==> config.mk <==
export PLATFORM = sky130hd
export DESIGN_NAME = axi_aw_burst_slave
export DESIGN_NICKNAME = d
export VERILOG_FILES = /design/src/rtl/axi_aw_burst_slave.sv
export SDC_FILE = /design/constraint.sdc
export NUM_CORES = 1
export LEC_CHECK = 0
export ABC_AREA = 1
export CORE_ASPECT_RATIO = 0.6
export CORE_MARGIN = 4
export CORE_UTILIZATION = 40
export DETAILED_ROUTE_END_ITERATION = 12
export PLACE_DENSITY = 0.61
export SLEW_MARGIN = 15
export SYNTH_ARGS = -nofsm -noshare
export SYNTH_HDL_FRONTEND = slang
export SYNTH_SLANG_ARGS = --single-unit
export TNS_END_PERCENT = 20
==> constraint.sdc <==
create_clock -name clk -period 6.4 [get_ports clk]
set_input_delay 1.28 -clock clk [delete_from_list [all_inputs] [get_ports clk]]
set_output_delay 1.28 -clock clk [all_outputs]
set_load 0.02 [all_outputs]
==> src/rtl/axi_aw_burst_slave.sv <==
// AXI write-address slave: queues AW requests in a FIFO and expands INCR bursts into beats.
// Optional AW_BP_RAND_EN adds LFSR-driven pseudo-random awready backpressure.
module axi_aw_burst_slave #(
    parameter int ID_W       = 4,
    parameter int ADDR_W     = 32,
    parameter int LEN_W      = 4,
    parameter int DEPTH      = 4,
    parameter int BEAT_BYTES = 4
) (
    input  logic                       clk,
    input  logic                       rst,
    input  logic [ID_W-1:0]            awid,
    input  logic [ADDR_W-1:0]          awaddr,
    input  logic [LEN_W-1:0]           awlen,
    input  logic                       awvalid,
    output logic                       awready,
    output logic                       bt_valid,
    input  logic                       bt_ready,
    output logic [ID_W-1:0]            bt_id,
    output logic [ADDR_W-1:0]          bt_addr,
    output logic [LEN_W-1:0]           bt_idx,
    output logic                       bt_last,
    output logic [$clog2(DEPTH):0]     fifo_cnt
);

    localparam int PTR_W = $clog2(DEPTH);
    localparam int CNT_W = PTR_W + 1;
    localparam logic [ADDR_W-1:0] STEP = ADDR_W'(BEAT_BYTES);
    localparam logic [CNT_W-1:0] FULL_CNT = CNT_W'(DEPTH);

    typedef enum logic {
        IDLE,
        BURST
    } state_t;

    state_t            state_q, state_d;
    logic              live_q, live_d;
    logic [PTR_W-1:0]  wr_ptr_q, wr_ptr_d;
    logic [PTR_W-1:0]  rd_ptr_q, rd_ptr_d;
    logic [CNT_W-1:0]  cnt_q, cnt_d;
    logic [ID_W-1:0]   id_q, id_d;
    logic [ADDR_W-1:0] addr_q, addr_d;
    logic [LEN_W-1:0]  len_q, len_d;
    logic [LEN_W-1:0]  idx_q, idx_d;
    logic              last_q, last_d;

    logic [ID_W-1:0]   id_mem   [DEPTH];
    logic [ADDR_W-1:0] addr_mem [DEPTH];
    logic [LEN_W-1:0]  len_mem  [DEPTH];

    logic push;
    logic pop;
    logic not_full;

    assign not_full = (cnt_q != FULL_CNT);

`ifdef AW_BP_RAND_EN
    logic [7:0] lfsr_q, lfsr_d;

    // Fibonacci LFSR (taps 8,6,5,4) stepping every cycle
    always_comb begin
        lfsr_d = {lfsr_q[6:0], lfsr_q[7] ^ lfsr_q[5] ^ lfsr_q[4] ^ lfsr_q[3]};
    end

    // LFSR register, reseeded on reset so the stall pattern repeats
    always_ff @(posedge clk or negedge rst) begin
        if (!rst) begin
            lfsr_q <= 8'hA5;
        end else begin
            lfsr_q <= lfsr_d;
        end
    end

    assign awready = live_q & not_full & lfsr_q[0];
`else
    assign awready = live_q & not_full;
`endif

    assign push     = awvalid & awready;
    assign bt_valid = (state_q == BURST);
    assign bt_id    = id_q;
    assign bt_addr  = addr_q;
    assign bt_idx   = idx_q;
    assign bt_last  = last_q;
    assign fifo_cnt = cnt_q;

    // Burst FSM: load head entry, step beats, chain bursts without a bubble
    always_comb begin
        logic load;
        load     = 1'b0;
        pop      = 1'b0;
        state_d  = state_q;
        id_d     = id_q;
        addr_d   = addr_q;
        len_d    = len_q;
        idx_d    = idx_q;
        last_d   = last_q;
        live_d   = 1'b1;
        unique case (state_q)
            IDLE: begin
                if (cnt_q != '0) begin
                    load    = 1'b1;
                    state_d = BURST;
                end
            end
            BURST: begin
                if (bt_ready) begin
                    if (!last_q) begin
                        idx_d  = idx_q + LEN_W'(1);
                        addr_d = addr_q + STEP;
                        last_d = ((idx_q + LEN_W'(1)) == len_q);
                    end else if (cnt_q != '0) begin
                        load = 1'b1;
                    end else begin
                        state_d = IDLE;
                    end
                end
            end
            default: state_d = IDLE;
        endcase
        if (load) begin
            pop    = 1'b1;
            id_d   = id_mem[rd_ptr_q];
            addr_d = addr_mem[rd_ptr_q];
            len_d  = len_mem[rd_ptr_q];
            idx_d  = '0;
            last_d = (len_mem[rd_ptr_q] == '0);
        end
    end

    // FIFO pointer and occupancy update; pointers wrap naturally
    always_comb begin
        wr_ptr_d = push ? wr_ptr_q + PTR_W'(1) : wr_ptr_q;
        rd_ptr_d = pop ? rd_ptr_q + PTR_W'(1) : rd_ptr_q;
        cnt_d    = cnt_q + CNT_W'(push) - CNT_W'(pop);
    end

    // Control and beat registers; reset drops any burst in flight
    always_ff @(posedge clk or negedge rst) begin
        if (!rst) begin
            state_q  <= IDLE;
            live_q   <= 1'b0;
            wr_ptr_q <= '0;
            rd_ptr_q <= '0;
            cnt_q    <= '0;
            id_q     <= '0;
            addr_q   <= '0;
            len_q    <= '0;
            idx_q    <= '0;
            last_q   <= 1'b0;
        end else begin
            state_q  <= state_d;
            live_q   <= live_d;
            wr_ptr_q <= wr_ptr_d;
            rd_ptr_q <= rd_ptr_d;
            cnt_q    <= cnt_d;
            id_q     <= id_d;
            addr_q   <= addr_d;
            len_q    <= len_d;
            idx_q    <= idx_d;
            last_q   <= last_d;
        end
    end

    // FIFO storage; contents are only meaningful below cnt_q
    always_ff @(posedge clk) begin
        if (push) begin
            id_mem[wr_ptr_q]   <= awid;
            addr_mem[wr_ptr_q] <= awaddr;
            len_mem[wr_ptr_q]  <= awlen;
        end
    end

endmodule

; After elaboration in Yosys (flattened, before gate mapping)
; Memory sizes are Yosys's and may differ from the RTL's. A register that Yosys moved wholly into a read port is not among the register bits.
; Index checks and enable logic that the tools add are counted.
[totals]
ff_bits = 50
ramBits = 160
word_cells = 53
mem_count = 3
[classes]
add_sub_neg = 6
n_eq_ne = 3
mux = 22
bitwise = 3
reduce_logical = 7
[mem_list]
columns = name, depth, word_bits, rd, rd_clocked_by_memory_dff, wr, line_no
row1 = addr_mem, 4, 32, 1, 0, 1, 48  ; logic [ADDR_W-1:0] addr_mem [DEPTH];
row2 = id_mem, 4, 4, 1, 1, 1, 47  ; logic [ID_W-1:0] id_mem [DEPTH];
row3 = len_mem, 4, 4, 1, 0, 1, 49  ; logic [LEN_W-1:0] len_mem [DEPTH];
[ops]
columns = op, count
row1 = $mux 32, 4
row2 = $add 32x3->32 const B, 1
row3 = $mux 4, 4
row4 = $mux 1, 12
row5 = $add 2x1->2 const B, 2
row6 = $add 4x1->4 const B, 1
row7 = $eq 4x4->1, 1
row8 = $logic_not 4->1, 1
row9 = $pmux 1 s2, 2
row10 = $reduce_bool 2->1, 2
row11 = $add 3x1->3, 1
row12 = $ne 3x3->1 const B, 1
row13 = $reduce_and 3->1, 1
row14 = $reduce_bool 3->1, 1
row15 = $sub 3x1->3, 1
row16 = $and 1x1->1, 2
row17 = $ne 2x1->1 const B, 1
row18 = $reduce_and 2->1, 1
row19 = $logic_not 1->1, 1
row20 = $not 1->1, 1

; Logic depth before layout (Yosys ltp)
; Gate-level depths: netlist (run 1).
[logic_depth]
ltp_word = 7
mapped_depth = 12
mapped_depth_nobuf = 11

; Worst setup path after synthesis (run 1)
; Ideal clock, no wire load.
[synth_path]
kind = input port to flip-flop
startpoint = input awvalid
endpoint = memory addr_mem[0][0], enable pin
setup_ps = 438
t_arrival_ps = 3181
required_ps = 5962
slack_ps = 2782
cell_stages = 2
cell_sequence = nand2_1 > nor2_1
[synth_via]
elab_chain_len = 3
[synth_rtl]
columns = item, line_no
row1 = start: declaration, 15  ; input logic awvalid,
row2 = $and 1x1->1, 79  ; assign push = awvalid & awready;
row3 = $mux 1, 167  ; if (push) begin
row4 = $mux 1 (implied by the code), 169  ; addr_mem[wr_ptr_q] <= awaddr;
row5 = end: declaration, 48
; No other way between the ends.

; Worst setup path in the final report (run 1)
[layout_path]
startpoint = input bt_ready
endpoint = register cnt_q[2] (netlist: fifo_cnt[2])
[layout_via]
elab_chain_len = 4
[layout_rtl]
columns = item, line_no
row1 = start: declaration, 18  ; input logic bt_ready,
row2 = $mux 1, 107  ; if (bt_ready) begin
row3 = $pmux 1 s2, 99  ; unique case (state_q)
row4 = $mux 1, 121  ; if (load) begin
row5 = $sub 3x1->3, 135  ; cnt_d = cnt_q + CNT_W'(push) - CNT_W'(pop);
row6 = via cnt_d[2], 40  ; logic [CNT_W-1:0] cnt_q, cnt_d;
row7 = end signal: assignment, 156  ; cnt_q <= cnt_d;
row8 = end: declaration, 40
; The timed path passes the listed nets, and every way through them passes these cells.
; A chain may end at the register's enable or synchronous reset.

==> results of run 1 <==
[layout by cell type (no fill, tap or decap), types with 3 or more instances in the layout]
| cell | n |
|---|---|
| nand2_1 | 177 |
| nor2_1 | 172 |
| edfxtp_1 | 160 |
| o21ai_0 | 89 |
| clkdlybuf4s50_1 | 88 |
| dfrtp_1 | 53 |
| inv_1 | 51 |
| a21oi_1 | 42 |
| nand3_1 | 41 |
| clkbuf_16 | 21 |
| a31oi_1 | 14 |
| xor2_1 | 13 |
| nor2_2 | 9 |
| buf_4 | 9 |
| ha_1 | 8 |
| nand2_2 | 7 |
| inv_2 | 6 |
| nor2_4 | 6 |
| o211ai_1 | 6 |
| xnor2_1 | 5 |
| o21ai_1 | 5 |
| o22ai_1 | 5 |
| clkbuf_1 | 4 |
| or2_2 | 3 |
| clkinv_2 | 3 |
| clkinv_1 | 3 |
[layout make-up]
cell class / instances / share of cell area (%)
Multi-Input combinational cell: 611 / 25.54
Inverter: 57 / 1.898
Clock inverter: 12 / 1.066
Clock buffer: 26 / 4.917
Tap cell: 315 / 3.496
Timing Repair Buffer: 98 / 8.458
Sequential cell: 214 / 54.62
[metrics by stage]
stage / setup slack, ps / cells / total power, uW / hold WS, ps / utilization, %
floorplan: 2782 / 923 / 3351 / 473.4 / -
global placement: 2627 / 1295 / 4113 / 501.2 / 45.70
detailed placement: 2601 / 1295 / 4145 / 509.0 / 45.70
CTS: 3109 / 1333 / 5381 / 524.8 / 48.61
global route: 2937 / 1333 / 5695 / 578.4 / 48.61
finish: 3128 / 1333 / 5344 / 521.0 / 48.61
[cells in the mapped netlist (all sizes together)]
cell    number  area share, %
nand3       41            2.2
a22oi        2           0.16
a21oi       42            2.2
clkbuf       3           0.12
o21ai       94            5.0
or2          3           0.20
mux2i        1           0.11
xor2        13            1.2
fa           1           0.21
ha           8            1.1
nand3b       1          0.079
dfrtp       54             14
inv         57            2.3
nor3         1          0.053
a31oi       14           0.93
buf         38            2.4
nor3b        1          0.079
edfxtp     160             51
nor2       187            7.8
o22ai        5           0.33
xnor2        5           0.46
nand2      184            7.5
nand4        1          0.066
conb         1          0.040
o211ai       6           0.48
[per-layer routing]
metal	vias to the layer above	track usage (%)	part of all wire [%]
met3	24	4.465	7.5
met4	2	2.697	1.3
li1	3274	-	-
met1	3153	29.86	52
met2	190	23.83	39
met5	-	0	0.029
[worst reg2reg max path: cells and delay by family, from the launching register on]
| kind | cells | cell delay, ps |
|---|---|---|
| AOI/OAI and AO/OA | 4 | 1240 |
| buffers and inverters | 2 | 930 |
| DFF | 1 | 410 |
[logic make-up after synthesis]
family / after synthesis / share of synthesized area, %
AND/OR/NAND/NOR: 419 / 17.95
AO/OA/AOI/OAI: 163 / 9.086
adder cells (fa/ha/maj): 9 / 1.270
other: 1 / 0.03964
XOR/XNOR: 18 / 1.666
buffers and inverters: 98 / 4.814
flip-flops: 214 / 65.07
multiplexers: 1 / 0.1058
[registers in the layout, summed over array words and instances (netlist names), 2 cells and up]
signal and count:
id_mem 16, rd_ptr_q 2, addr_mem 128, len_mem 16, fifo_cnt 3, bt_idx 4
len_q 4, wr_ptr_q 2, bt_addr 32, bt_id 4
[power by group]
group | total (uW) | internal [uW] | leakage [uW] | switching [uW]
combinational | 2060 | 720 | 0.00189 | 1340
clock | 1230 | 701 | 0.000329 | 526
sequential | 2050 | 1770 | 0.00206 | 280
[how the worst max path moves through the flow]
stage	start	end	slack (ps)	depth (start not counted)
global route	bt_ready	fifo_cnt[2]$_DFF_PN0_	2940	11
detailed placement	bt_ready	fifo_cnt[2]$_DFF_PN0_	2600	11
floorplan	awvalid	addr_mem[0][0]$_DFFE_PP_	2780	2
global placement	bt_ready	fifo_cnt[2]$_DFF_PN0_	2630	11
CTS	bt_ready	fifo_cnt[2]$_DFF_PN0_	3110	11
finish	bt_ready	fifo_cnt[2]$_DFF_PN0_	3130	11
==> flow_metrics.env, run 1 <==
export IMPL_r2r_end="bt_addr[28]$_DFFE_PN0P_"
export IMPL_crit_required_ps=6830
export IMPL_finClkSkew_ps=11.74
export IMPL_cts_sinks=214
export IMPL_r2r_slack_ps=3750
export IMPL_hold_path_startpoint="len_q[2]$_DFFE_PN0N_"
export IMPL_place_congestion=0.8843
export IMPL_final_min_clock_period_ps=3272
export IMPL_syn_num_nets=976
export IMPL_wl_per_cell_um=17.86
export IMPL_outcome="finished, final reports clean"
export IMPL_start_util_pct=40.80
export IMPL_grt_pass1_vias=6068
export IMPL_max_slew_margin_pct=35.83
export IMPL_start_kind="input pin"
export IMPL_cp_data_arrival_time_ps=3700
export IMPL_cp_end_kind="register"
export IMPL_tightest_slew_ps=961.2
export IMPL_clock_latency_ps=510
export IMPL_fillers=2133
export IMPL_setup_viol=0
export IMPL_synth_seq_area_share_pct=65.07
export IMPL_antennaDiodeCount=0
export IMPL_synth_area_sq_um=9460
export IMPL_avgViaCountPerCell=4.983
export IMPL_grt_use_total_pct=17.95
export IMPL_drt_pass1_iterations=5
export IMPL_cp_max_fo=34
export IMPL_nets=1056
export IMPL_tritoncts="yes"
export IMPL_critPathBufInv=3
export IMPL_cts_root_buf="clkbuf_16"
export IMPL_drc_errors=0
export IMPL_ys_ff_latch=214
export IMPL_dpl_cell_area_sq_um=10600
export IMPL_ctsResizeCount=0
export IMPL_cap_violations=0
export IMPL_fmax_ghz=0.3056
export IMPL_core_area_sq_um=23190
export IMPL_post_cts_setup_buffers=0
export IMPL_dr_first_iter_drc_count=637
export IMPL_cpLargestDelayFamily="adder cells"
export IMPL_ant_nets=0
export IMPL_cts_made_buffers=21
export IMPL_power_leakage_uw=0.004281
export IMPL_hold_violations=0
export IMPL_ios=90
export IMPL_antenna_found_initial=1
export IMPL_io_buffers=89
export IMPL_synthDistinctLibCells=33
export IMPL_drt_total_wl_mm=23.81
export IMPL_hp_class="register to register"
export IMPL_dieArea_sq_um=26260
export IMPL_cpPeakStageDelay_ps=500
export IMPL_final_setup_tns_ps=0
export IMPL_slew_violations=0
export IMPL_dpl_hpwl_mm=14.96
export IMPL_drive_gt1_share_pct=7.171
export IMPL_register_area_sq_um=6157
export IMPL_critPathKind="input pin to register"
export IMPL_irDropWorstVdd_mv=0.2357
export IMPL_fp_dieW_um=206.5
export IMPL_cp_slowest_cell="nand2_2"
export IMPL_yosysWarningCount=0
export IMPL_ctsHoldBuffers=0
export IMPL_r2r_start="rd_ptr_q[0]$_DFFE_PN0N_"
export IMPL_grt_max_degree=86
export IMPL_rows=43
export IMPL_hold_path_depth=2
export IMPL_grt_overflow_total=0
export IMPL_grt_setup_unrepaired="false"
export IMPL_h_tree_depth=1
export IMPL_reg2reg_depth=6
export IMPL_num_vias=6643
export IMPL_cp_cell_sequence="clkdlybuf4s50_1 > nand2_1 > nand2_1 > nand2_2 > inv_2 > ha_1 > inv_1 > ha_1 > fa_1 > xnor2_1 > xor2_1"
export IMPL_fin_area_sq_um=11270
export IMPL_syn_to_final_growth_pct=19.15
export IMPL_cts_clk_slew_worst_paths_ps=70
export IMPL_cts_max_path_buffers=3
export IMPL_die_h_um=127.1
export IMPL_finalCritPeriodShare_pct=51.13
export IMPL_multiInputGateArea_sq_um=2879
export IMPL_power_density_nw_per_um2=474.1
export IMPL_synth_area_per_cell_sq_um=10.25
export IMPL_grt_pass1_wl_mm=36.29
export IMPL_worstHoldEndpoint="len_q[2]$_DFFE_PN0N_"
export IMPL_netlist_instances=923
No activity file was read; power rests on OpenSTA's default activity.
==> inputs of run 2 (changes only) <==
==> constraint.sdc (replaced) <==
create_clock -name clk -period 3.4 [get_ports clk]
set_input_delay 0.68 -clock clk [delete_from_list [all_inputs] [get_ports clk]]
set_output_delay 0.68 -clock clk [all_outputs]
set_load 0.02 [all_outputs]
==> run 2 against run 1 <==
Effect of this change: hold slack got worse by 450 ps; critical path depth down 8; sequential power up 88%; flip-flop and latch count unchanged; largest cell class unchanged.
==> flow_metrics.env, run 2 (same netlist as run 1, synthesis figures left out) <==
export IMPL_outcome="finished, final reports clean"
export IMPL_ctsResizeCount=0
export IMPL_dpl_hpwl_mm=15.54
export IMPL_post_cts_setup_buffers=0
export IMPL_core_area_sq_um=23190
export IMPL_cp_cell_sequence="inv_1 > a31oi_1 > clkdlybuf4s50_1"
export IMPL_seq_power_share_pct=38.7
export IMPL_wl_per_cell_um=17.75
export IMPL_register_area_sq_um=6157
export IMPL_crit_required_ps=2720
export IMPL_die_h_um=127.1
export IMPL_h_tree_depth=1
export IMPL_grt_setup_unrepaired="false"
export IMPL_cp_max_fo=4
export IMPL_final_common_cell="nand2_1"
export IMPL_tightest_slew_ps=738.0
export IMPL_io_buffers=89
export IMPL_p_clk_share_pct=21.8
export IMPL_final_cell_mix="nand2_1, nor2_1, edfxtp_1"
export IMPL_cp_slowest_cell="clkdlybuf4s50_1"
export IMPL_num_vias=6734
export IMPL_switchingPower_uw=4012
export IMPL_post_route_util_pct=48.81
export IMPL_place_congestion=0.9187
export IMPL_cap_violations=0
export IMPL_p_int_uw=5958
export IMPL_nets=1062
export IMPL_irDropWorstVdd_mv=0.3815
export IMPL_final_cells=1339
export IMPL_ant_nets=0
export IMPL_cts_root_buf="clkbuf_16"
export IMPL_setup_viol=0
export IMPL_drc_errors=0
export IMPL_finClkSkew_ps=9.069
export IMPL_dr_first_iter_drc_count=714
export IMPL_ctsHoldBuffers=0
export IMPL_cts_clk_slew_worst_paths_ps=60
export IMPL_finalCritPeriodShare_pct=74.19
export IMPL_hp_class="input pin to async pin"
export IMPL_largest_reg_flops=128
export IMPL_cts_max_path_buffers=3
export IMPL_cpPeakStageDelay_ps=640
export IMPL_fillers=2072
export IMPL_clock_latency_ps=510
export IMPL_grt_pass1_wl_mm=37.06
export IMPL_max_slew_margin_pct=50.28
export IMPL_ios=90
export IMPL_grt_max_degree=69
export IMPL_power_density_nw_per_um2=880.8
export IMPL_drt_pass1_iterations=5
export IMPL_antenna_found_initial=1
export IMPL_dpl_worst_slack_ps=709.8
export IMPL_cts_made_buffers=21
export IMPL_final_min_clock_period_ps=2523
export IMPL_avgViaCountPerCell=5.029
export IMPL_hold_violations=0
export IMPL_cp_end_kind="primary output"
export IMPL_grt_pass1_vias=6292
export IMPL_rows=43
export IMPL_syn_to_final_growth_pct=19.64
export IMPL_power_uw=9970
export IMPL_dieArea_sq_um=26260
export IMPL_cts_sinks=214
export IMPL_setup_ws_ps=877.4
export IMPL_multiInputGateArea_sq_um=2879
export IMPL_fp_dieW_um=206.5
export IMPL_grt_overflow_total=0
export IMPL_antennaDiodeCount=0
export IMPL_grt_use_total_pct=18.20
export IMPL_start_util_pct=40.80
export IMPL_placed_cells=1301
export IMPL_fmax_ghz=0.3964
export IMPL_swShare_pct=40.24
export IMPL_power_leakage_uw=0.004291
export IMPL_critPathKind="register to primary output"
export IMPL_cp_data_arrival_time_ps=1840
export IMPL_drt_total_wl_mm=23.77
export IMPL_slew_violations=0
export IMPL_tritoncts="yes"
export IMPL_regMostFlops="addr_mem"
export IMPL_combPwrFrac_pct=39.5
export IMPL_start_kind="register"
export IMPL_drive_gt1_share_pct=7.129
==> run 2: path summary, 6_finish.rpt <==
| kind | from | end | slack [ps] | depth (start not counted) |
|---|---|---|---|---|
| max in group asynchronous | rst | bt_addr[26]$_DFFE_PN0P_ | 2430 | 2 |
| min in group clk | len_q[2]$_DFFE_PN0N_ | len_q[2]$_DFFE_PN0N_ | 530 | 2 |
| setup reg to reg | fifo_cnt[0]$_DFF_PN0_ | fifo_cnt[2]$_DFF_PN0_ | 1120 | 10 |
| hold reg to reg | len_q[2]$_DFFE_PN0N_ | len_q[2]$_DFFE_PN0N_ | 530 | 2 |
| setup / recovery | fifo_cnt[0]$_DFF_PN0_ | awready | 880 | 3 |
| hold / removal | rst | bt_id[2]$_DFFE_PN0N_ | 70 | 1 |
==> run 2: power by group through the flow <==
stage	registers [uW]	clock network, uW	logic, uW
CTS	3850	2230	3960
global route	3910	2330	4430
global placement	3890	0	3900
detailed placement	3900	0	3950
floorplan	4040	0	2270
finish	3860	2180	3930
==> run 2: critical path: cells and delay by family (launching register included) <==
family	cells	cell delay, ps
AOI/OAI and AO/OA	1	210
buffers and inverters	2	720
DFF	1	420
==> run 2: per-stage QoR <==
step                      area, sq um  hold slack (ps)  TNS (ps)
after floorplan                  9460            384.4    -16130
after global placement          10690            502.3         0
after detailed placement        10690            526.1         0
after CTS                       11320            72.72         0
after global routing            11320            98.67         0
final                           11320            74.80         0
==> run 2: layout make-up <==
class                      instances  share of cell area [%]
clock inverter                     9                  0.6191
sequential                       214                   54.40
multi-input combinational        611                   25.44
tap                              315                   3.482
timing repair buffer             104                   9.264
inverter                          57                   1.890
clock buffer                      29                   4.908
==> run 2: layer usage <==
metal | GRT usage (%) | vias up | wire [um]
met3 | 4.490 | 26 | 2099
met1 | 30.40 | 3208 | 12160
met4 | 3.088 | 2 | 298
met2 | 23.85 | 207 | 9196
met5 | 0 | - | 12
li1 | - | 3291 | -
==> inputs of run 3 (changes only) <==
--- a/config.mk
+++ b/config.mk
@@ -10,7 +10,7 @@
 export CORE_MARGIN = 4
 export CORE_UTILIZATION = 40
 export DETAILED_ROUTE_END_ITERATION = 12
-export PLACE_DENSITY = 0.61
+export PLACE_DENSITY = 0.63
 export SLEW_MARGIN = 15
 export SYNTH_ARGS = -nofsm -noshare
 export SYNTH_HDL_FRONTEND = slang
==> constraint.sdc (replaced) <==
create_clock -name clk -period 2.3 [get_ports clk]
set_input_delay 0.46 -clock clk [delete_from_list [all_inputs] [get_ports clk]]
set_output_delay 0.46 -clock clk [all_outputs]
set_load 0.02 [all_outputs]
==> run 3 against run 2 <==
Effect of this change: count of clock-buffer cells in the layout is 4 lower; combinational power rose by 52%; global-route usage is 0.13 points lower; hold slack better by 410 ps; clock power grew 59%; via count about the same; register-to-register slack got worse by 870 ps; sequential power grew 48%; final cell count rose by 0.60%; critical path type unchanged.
==> flow_metrics.env, run 3 (same netlist as run 1, synthesis figures left out) <==
export IMPL_crit_path_start="bt_addr[26]$_DFFE_PN0P_"
export IMPL_swShare_pct=39.70
export IMPL_p_int_uw=9128
export IMPL_place_congestion=0.9212
export IMPL_dpl_hpwl_mm=15.44
export IMPL_cap_violations=0
export IMPL_combPwrFrac_pct=39.4
export IMPL_tritoncts="yes"
export IMPL_cts_clk_slew_worst_paths_ps=60
export IMPL_finalCritPeriodShare_pct=95.78
export IMPL_finClkSkew_ps=8.941
export IMPL_nets=1070
export IMPL_grt_setup_unrepaired="false"
export IMPL_p_clk_share_pct=22.8
export IMPL_r2r_slack_ps=250
export IMPL_crit_end="bt_addr[26]"
export IMPL_reg2reg_depth=10
export IMPL_slew_violations=0
export IMPL_switchingPower_uw=6009
export IMPL_post_cts_setup_buffers=0
export IMPL_cp_max_fo=7
export IMPL_final_common_cell="nand2_1"
export IMPL_setup_viol=0
export IMPL_syn_to_final_growth_pct=21.49
export IMPL_start_util_pct=40.80
export IMPL_tightest_slew_ps=631.0
export IMPL_cts_sinks=214
export IMPL_final_min_clock_period_ps=2203
export IMPL_die_h_um=127.1
export IMPL_grt_pass1_vias=6371
export IMPL_drt_pass1_iterations=5
export IMPL_cts_root_buf="clkbuf_16"
export IMPL_regMostFlops="addr_mem"
export IMPL_drc_errors=0
export IMPL_hp_class="input pin to async pin"
export IMPL_setup_ws_ps=96.99
export IMPL_hold_violations=0
export IMPL_seq_power_share_pct=37.7
export IMPL_h_tree_depth=1
export IMPL_cpPeakStageDelay_ps=680
export IMPL_fillers=2088
export IMPL_irDropWorstVdd_mv=0.6194
export IMPL_dpl_worst_slack_ps=-98.24
export IMPL_fmax_ghz=0.4539
export IMPL_largest_reg_flops=128
export IMPL_avgViaCountPerCell=5.000
export IMPL_ant_nets=0
export IMPL_start_kind="register"
export IMPL_antenna_found_initial=0
export IMPL_grt_max_degree=86
export IMPL_final_cells=1347
export IMPL_dieArea_sq_um=26260
export IMPL_grt_pass1_wl_mm=37.09
export IMPL_crit_required_ps=1840
export IMPL_rows=43
export IMPL_power_leakage_uw=0.004375
export IMPL_cpLargestDelayFamily="buffers and inverters"
export IMPL_critPathKind="register to primary output"
export IMPL_ios=90
export IMPL_worst_path_stages=1
export IMPL_cts_made_buffers=21
export IMPL_io_buffers=89
export IMPL_wl_per_cell_um=17.54
export IMPL_fp_dieW_um=206.5
export IMPL_cp_cell_sequence="clkdlybuf4s50_1"
export IMPL_placed_cells=1308
export IMPL_cp_end_kind="primary output"
export IMPL_dr_first_iter_drc_count=532
export IMPL_antennaDiodeCount=0
export IMPL_fin_area_sq_um=11490
export IMPL_drt_total_wl_mm=23.63
export IMPL_r2r_start="fifo_cnt[1]$_DFF_PN0_"
export IMPL_grt_use_total_pct=18.07
export IMPL_core_area_sq_um=23190
export IMPL_clock_latency_ps=500
export IMPL_dpl_cell_area_sq_um=10790
export IMPL_cts_max_path_buffers=3
export IMPL_cp_slowest_cell="clkdlybuf4s50_1"
export IMPL_r2r_end="fifo_cnt[2]$_DFF_PN0_"
export IMPL_drive_gt1_share_pct=8.818
export IMPL_outcome="finished, final reports clean"
export IMPL_power_density_nw_per_um2=1317
export IMPL_grt_overflow_total=0
export IMPL_critPathBufInv=1
export IMPL_num_vias=6735
export IMPL_final_cell_mix="nand2_1, nor2_1, edfxtp_1"
export IMPL_cp_data_arrival_time_ps=1740
export IMPL_max_slew_margin_pct=57.87
[run 3: cell count changes in the layout (fill, tap and decap cells not counted), sizes merged]
cell / previous run / this run
dlymetal6s2s: 0 / 1
clkdlybuf4s50: 88 / 87
inv: 58 / 59
buf: 16 / 23
clkbuf: 29 / 25
bufinv: 1 / 3
clkinvlp: 1 / 2
dlygate4sd3: 0 / 1
[run 3: layer usage]
metal	vias up	part of all wire (%)	track usage, %
met4	0	1.3	2.697
li1	3301	-	-
met2	201	39	24.06
met5	-	0	0
met1	3208	51	29.89
met3	25	8.7	4.617
[run 3: layout make-up]
cell class | count | area (sq um) | area share (%)
clock buffers | 25 | 540.5 | 4.703
clock inverters | 13 | 146.4 | 1.274
inverters | 57 | 214.0 | 1.862
multi-input cells | 611 | 2899 | 25.22
flip-flops and latches | 214 | 6161 | 53.60
well taps | 315 | 394.1 | 3.429
repair buffers | 112 | 1139 | 9.906
[run 3: timing repair]
action                                 CTS  global route
setup endpoints to repair                0             1
hold buffers                             1             0
resized for setup                        0             1
endpoints found under the hold margin   18             0
[run 3: through the flow]
stage,utilization (%),hold WS (ps),power [uW],TNS [ps]
2_1_floorplan,-,164.4,9385,0
3_3_place_gp,46.55,463.7,11650,-52.83
3_5_place_dp,46.55,457.3,11720,-98.24
4_1_cts,49.55,487.8,15210,0
5_1_grt,49.57,526.6,16150,0
6_report,49.57,483.7,15140,0
[run 3: worst min-delay path by stage]
stage | start | end | slack (ps)
after detailed placement | rst | live_q$_DFF_PN0_ | 460
after global placement | rst | live_q$_DFF_PN0_ | 460
after CTS | rst | live_q$_DFF_PN0_ | 490
after global routing | rst | rd_ptr_q[1]$_DFFE_PN0N_ | 530
final | rst | live_q$_DFF_PN0_ | 480
after floorplan | rst | bt_addr[0]$_DFFE_PN0P_ | 160
[run 3: power by group through the flow]
stage / clock (uW) / sequential (uW) / combinational, uW
after global placement: 0 / 5770 / 5880
after CTS: 3530 / 5700 / 5990
final: 3460 / 5710 / 5970
after floorplan: 0 / 5960 / 3420
after global routing: 3680 / 5810 / 6660
after detailed placement: 0 / 5770 / 5950
